$ cat config.mk
export PLATFORM = sky130hd
export DESIGN_NAME = dtcm_ctrl
export DESIGN_NICKNAME = d
export VERILOG_FILES = /design/src/rtl/dtcm_ctrl_pkg.sv /design/src/rtl/dtcm_rsp_fifo.sv /design/src/rtl/dtcm_ctrl.sv
export SDC_FILE = /design/constraint.sdc
export NUM_CORES = 1
export LEC_CHECK = 0
export CAP_MARGIN = 15
export CORE_ASPECT_RATIO = 1.5
export CORE_MARGIN = 3
export CORE_UTILIZATION = 45
export CTS_BUF_LIST = sky130_fd_sc_hd__clkbuf_16
export CTS_CLUSTER_SIZE = 40
export DETAILED_ROUTE_END_ITERATION = 10
export PLACE_DENSITY = 0.85
export SETUP_SLACK_MARGIN = 0.15
export SLEW_MARGIN = 30
export SYNTH_ARGS = -nofsm -noshare
export SYNTH_HDL_FRONTEND = slang
export SYNTH_SLANG_ARGS = --single-unit
$ cat constraint.sdc
create_clock -name clk -period 7.5 [get_ports clk]
set_input_delay 1.875 -clock clk [delete_from_list [all_inputs] [get_ports clk]]
set_output_delay 1.875 -clock clk [all_outputs]
set_load 0.01 [all_outputs]
$ cat src/rtl/dtcm_ctrl_pkg.sv
// Shared widths and types for the data-TCM responder and its response buffer.
// Single home for XLEN / DTCM address widths so the sub-blocks never redeclare them.
package dtcm_ctrl_pkg;

    localparam int XLEN            = 32;
    localparam int XLEN_BYTES      = XLEN / 8;
    localparam int DTCM_ADDR_WIDTH = 16;
    localparam int DTCM_RAM_AW     = DTCM_ADDR_WIDTH - 2;
    localparam int DTCM_RAM_DW     = XLEN;
    localparam int RSP_DEPTH       = 2;

    typedef logic [XLEN-1:0]            word_t;
    typedef logic [XLEN_BYTES-1:0]      wmask_t;
    typedef logic [DTCM_ADDR_WIDTH-1:0] byte_addr_t;
    typedef logic [DTCM_RAM_AW-1:0]     ram_addr_t;
    typedef logic [1:0]                 rsp_cnt_t;

    // Byte address to SRAM word address; the two lane-select bits are dropped.
    function automatic ram_addr_t word_addr(input byte_addr_t a);
        return a[DTCM_ADDR_WIDTH-1:2];
    endfunction

endpackage

$ cat src/rtl/dtcm_rsp_fifo.sv
// Two-entry response buffer; accepts push and pop in the same cycle, including
// a push into a full buffer when the head is leaving on that edge.
module dtcm_rsp_fifo
    import dtcm_ctrl_pkg::*;
(
    input  logic     clk,
    input  logic     rst,
    input  logic     push,
    input  logic     pop,
    input  word_t    din,
    output word_t    dout,
    output logic     full,
    output logic     empty,
    output rsp_cnt_t count
);

    word_t mem [RSP_DEPTH];
    logic  wptr;
    logic  rptr;
    logic  push_en;
    logic  pop_en;

    assign full    = (count == rsp_cnt_t'(RSP_DEPTH));
    assign empty   = (count == '0);
    assign pop_en  = pop & ~empty;
    assign push_en = push & (~full | pop_en);
    assign dout    = mem[rptr];

    always_ff @(posedge clk or posedge rst) begin
        if (rst) begin
            wptr  <= 1'b0;
            rptr  <= 1'b0;
            count <= '0;
            for (int i = 0; i < RSP_DEPTH; i++) begin
                mem[i] <= '0;
            end
        end else begin
            if (push_en) begin
                mem[wptr] <= din;
                wptr      <= ~wptr;
            end
            if (pop_en) begin
                rptr <= ~rptr;
            end
            case ({push_en, pop_en})
                2'b10:   count <= count + 2'd1;
                2'b01:   count <= count - 2'd1;
                default: count <= count;
            endcase
        end
    end

endmodule

$ cat src/rtl/dtcm_ctrl.sv
// Data-TCM responder: LSU command/response handshake in front of a 1-cycle
// single-port byte-writable SRAM, with a 2-entry buffer for response stalls.
module dtcm_ctrl
    import dtcm_ctrl_pkg::*;
(
    input  logic       clk,
    input  logic       rst,
    input  logic       dtcm_cmd_valid,
    output logic       dtcm_cmd_ready,
    input  logic       dtcm_cmd_read,
    input  byte_addr_t dtcm_cmd_addr,
    input  word_t      dtcm_cmd_wdata,
    input  wmask_t     dtcm_cmd_wmask,
    output logic       dtcm_rsp_valid,
    input  logic       dtcm_rsp_ready,
    output word_t      dtcm_rsp_rdata,
    output logic       ram_cs,
    output logic       ram_we,
    output ram_addr_t  ram_addr,
    output wmask_t     ram_wem,
    output word_t      ram_din,
    input  word_t      ram_dout
);

    // Handshakes: a beat transfers on a rising edge where valid & ready are both
    // high. Valid never waits on ready; cmd_ready depends only on local credit
    // state, never combinationally on dtcm_rsp_ready.

    logic     acc;
    logic     infl;
    logic     infl_rd;
    word_t    dout_eff;
    word_t    fifo_head;
    logic     fifo_push;
    logic     fifo_pop;
    logic     fifo_full;
    logic     fifo_empty;
    rsp_cnt_t fcnt;
    rsp_cnt_t used;

    // Credit counts the in-flight stage as an occupied buffer slot.
    assign used           = fcnt + {1'b0, infl};
    assign dtcm_cmd_ready = ~rst & ~fifo_full & (used < 2'd2);
    assign acc            = dtcm_cmd_valid & dtcm_cmd_ready;

    assign ram_cs   = acc;
    assign ram_we   = acc & ~dtcm_cmd_read;
    assign ram_addr = word_addr(dtcm_cmd_addr);
    assign ram_wem  = dtcm_cmd_wmask;
    assign ram_din  = dtcm_cmd_wdata;

    always_ff @(posedge clk or posedge rst) begin
        if (rst) begin
            infl    <= 1'b0;
            infl_rd <= 1'b0;
        end else begin
            infl    <= acc;
            infl_rd <= acc & dtcm_cmd_read;
        end
    end

    // Write responses carry zero data so stale SRAM output never leaks out.
    assign dout_eff = infl_rd ? ram_dout : '0;

    always_comb begin
        dtcm_rsp_valid = 1'b0;
        dtcm_rsp_rdata = '0;
        fifo_push      = 1'b0;
        fifo_pop       = 1'b0;
        if (fifo_empty) begin
            dtcm_rsp_valid = infl;
            dtcm_rsp_rdata = dout_eff;
            fifo_push      = infl & ~dtcm_rsp_ready;
        end else begin
            // Older buffered responses go first; the stage result queues behind them.
            dtcm_rsp_valid = 1'b1;
            dtcm_rsp_rdata = fifo_head;
            fifo_pop       = dtcm_rsp_ready;
            fifo_push      = infl;
        end
    end

    dtcm_rsp_fifo u_fifo (
        .clk   (clk),
        .rst   (rst),
        .push  (fifo_push),
        .pop   (fifo_pop),
        .din   (dout_eff),
        .dout  (fifo_head),
        .full  (fifo_full),
        .empty (fifo_empty),
        .count (fcnt)
    );

endmodule

==> summary.md <==
| Metric | Value |
|---|---|
| RSZ-0062 raised after global routing | no |
| Worst slew pin tran | approximately 0.66 ns |
| CP startpoint | rst |
| Global-route wire length before repair | between 10000 and 15000 um |
| Mux cell area share after synthesis | 0.263 |
| Routed vias/inst | slightly above 5 |
| Rows | 41 |
| DRC | 0 |
| Maximum vdd drop | around 0.00022 V |
| Core area | 8520 um^2 |
| Sequential cell area fraction in the yosys report | 0.442 |
| Final nets | 461 |
| CTS H-tree depth | 3 |
| Syn Nets | about 450 |
| Clock latency on the worst-skew pair | 0.32 ns |
| Status | complete, no violations |
| Hold buffers post-CTS | 0 |
| Worst r2r src | u_fifo.count[0] |
| Period utilization | 0.685 |
| Arrival time at the worst endpoint | 3.26 ns |
| Worst r2r path cells | 6 |
| FF-to-FF End | u_fifo.count[1] |
| Worst min path class | reg2reg |
| I/O pin count | around 180 |
| Final worst path period need | about 5.1 ns |
| Largest family of logic cells by synthesized area | multiplexers |
| Final Hold Viols | 0 |
| Routed wire length | around 7600 um |
| Total track usage | 0.163 |
| F_max | ~0.2 GHz |
| Setup crit end | ram_we |
| Vias in the first global route | ~2700 |
| Largest net degree at the start of global routing | between 70 and 80 |
| Post-Route Setup TNS | 0 ns |
| Vias after detailed routing | approximately 2500 |
| TritonRoute pass-1 iters | 4 |
| Ys Warns | 0 |
| Total grt overflow | 0 |
| Clock Tree Buf Depth | 2 |
| Delay-heaviest family, CP | buffers and inverters |
| Share of layout cells above drive strength 1 | 0.215 |
| Count of unique library cells instantiated by Yosys | 26 |
| CP max-delay cell | clkdlybuf4s50_1 |
| Startpoint types | primary input |
| Reg2Reg Setup Slack | ~5.5 ns |
| Critical path depth | 4 |
| Setup CP Type | in2out |
| Routability cong. | roughly 0.72 |
| Synth Cell Area | approximately 4000 um^2 |
| Max-slew violations | 0 |
| Cts repair resizes | 0 |
| Die X | between 80 and 90 um |
| Die height | 121 um |
| Worst Skew | roughly 0.0060 ns |
| Number of buffers created by CTS | 9 |
| Max Cap Violations | 0 |
| Initial core utilization | 0.465 |
| Max stage delay on crit path | 0.53 ns |
| CTS root buf | clkbuf_16 |
| Post-synthesis simple-gate area fraction | 0.0941 |
| Post-synthesis compound-gate area fraction | 0.0543 |
| Final core occ | 0.547 |
| Adder-Cell Fraction of Synth Area | 0.00316 |
| Placed wire-length estimate | just over 5000 um |
| Register bit total from synthesis | 70 |
| Slew HR | 0.560 |
| Top cell by count, worst path | clkdlybuf4s50_1 |
| Postcts setup bufs | 0 |
| Worst-path cell chain | clkdlybuf4s50_1, a21oi_1, and3b_1, clkdlybuf4s50_1 |
| Post-route ant nets | 0 |
| Hold Crit Depth | 1 |
| CP Max Fanout | 4 |
| Mean Syn Cell Area | between 10 and 15 um^2 |
| Fin Hold WS | approximately 0.5 ns |
| PwrDens | about 290 nW/um^2 |
| CP bufs+invs | 2 |
| DIE AREA | 9990 um^2 |
| CTS sink cnt | 70 |
| Worst Path Required | between 5 and 6 ns |
| Xor/xnor share of the synthesized area | 0.0152 |
| DR iter-0 viols | 72 |
| Area growth from synthesis to layout | 17.6% |
| PortBufs | 72 |
| Syn Inst Count | 355 |
| CTS tree | done |
| # diodes | 0 |
| Final setup violation count | 0 |
| Crit path capture type | primary output |
| Initial antenna violation count | 0 |
| Clock slew at reported path FFs | about 0.050 ns |
| DR WL/cell | between 15 and 20 um |
| Leak | approximately 2.2 nW |
metrics by stage:
| stage | setup slack (ns) | instance area (um^2) | power (mW) | cells |
|---|---|---|---|---|
| after floorplan | 3.22 | 3960 | 0.857 | 355 |
| after global placement | 2.31 | 4330 | 0.964 | 464 |
| after detailed placement | 2.36 | 4400 | 1.01 | 467 |
| after CTS | 2.35 | 4650 | 1.37 | 483 |
| after global routing | 2.25 | 4660 | 1.43 | 483 |
| final | 2.36 | 4660 | 1.35 | 483 |
layout make-up:
class / instances / area (um^2)
fillers: 748 / 3860
repair buffers: 76 / 802
clock buffers: 9 / 225
multi-input cells: 213 / 1710
flip-flops and latches: 70 / 1760
inverters: 1 / 3.75
well taps: 107 / 134
clock inverters: 7 / 27.5
worst reg2reg max path: cells and delay by family (launching register included):
kind          cells  cell delay (ns)
xor+xnor          2             0.29
fa+ha+maj         1             0.26
flops             1             0.53
simple gates      3             0.85
state kept, by name (all words and copies together), names as in the netlist:
register / cells
u_fifo.mem: 64
u_fifo.count: 2
infl: 1
infl_rd: 1
u_fifo.rptr: 1
u_fifo.wptr: 1
Yosys cell counts:
cell type	instances	share of area
o21ai_0	33	0.042
nor2b_1	2	0.0032
inv_1	1	0.00095
xor2_1	2	0.0044
and3b_1	1	0.0022
nand3_1	1	0.0013
and3_1	1	0.0016
nand2_1	32	0.030
or3_1	1	0.0016
and2_1	33	0.052
a21o_1	1	0.0019
nor2_1	2	0.0019
buf_4	50	0.095
ha_1	1	0.0032
mux2_1	4	0.011
dfrtp_1	70	0.44
buf_6	6	0.017
mux2i_1	32	0.081
xnor2_2	1	0.0041
xnor2_1	3	0.0066
a21oi_1	1	0.0013
mux2_2	60	0.17
o21ai_4	1	0.0041
clkbuf_1	10	0.0095
buf_2	5	0.0063
o211ai_4	1	0.0054
power breakdown:
part           internal [mW]  switching (mW)
sequential             0.458           0.109
combinational          0.247           0.179
clock                  0.215           0.139
cell families (layout without fill, tap and decap cells):
logic type                 Yosys count  in the layout
muxes                               96             96
buffers and inverters               72             93
xor gates and xnor gates             6              6
DFF                                 70             70
and+or+nand+nor                     73             73
adders and majority gates            1              1
AOI/OAI and AO/OA                   37             37
worst min path at each step:
stage	startpoint	endpoint	slack, ns
global placement	u_fifo.mem[57]	u_fifo.mem[57]	0.47
global route	u_fifo.mem[3]	u_fifo.mem[3]	0.51
floorplan	u_fifo.mem[56]	u_fifo.mem[56]	0.46
detailed placement	u_fifo.mem[2]	u_fifo.mem[2]	0.49
CTS	u_fifo.mem[2]	u_fifo.mem[2]	0.50
finish	u_fifo.mem[13]	u_fifo.mem[13]	0.50
layout by cell type (no fill, tap or decap), types with 3 or more instances in the layout:
cell,count
mux2i_1,32
mux2_2,60
clkbuf_16,9
o21ai_0,33
dfrtp_1,68
clkdlybuf4s50_1,72
inv_1,4
and2_1,33
mux2_1,4
xnor2_1,3
nand2_1,32
routing by layer:
| layer | vias up | wire length, um | track usage |
|---|---|---|---|
| met1 | 1204 | 2980 | 0.187 |
| met5 | - | 0 | 0 |
| met3 | 45 | 333 | 0.0297 |
| met2 | 47 | 3890 | 0.268 |
| li1 | 1189 | - | - |
| met4 | 0 | 376 | 0.111 |
Note: power is estimated with default switching activity, not from simulation.
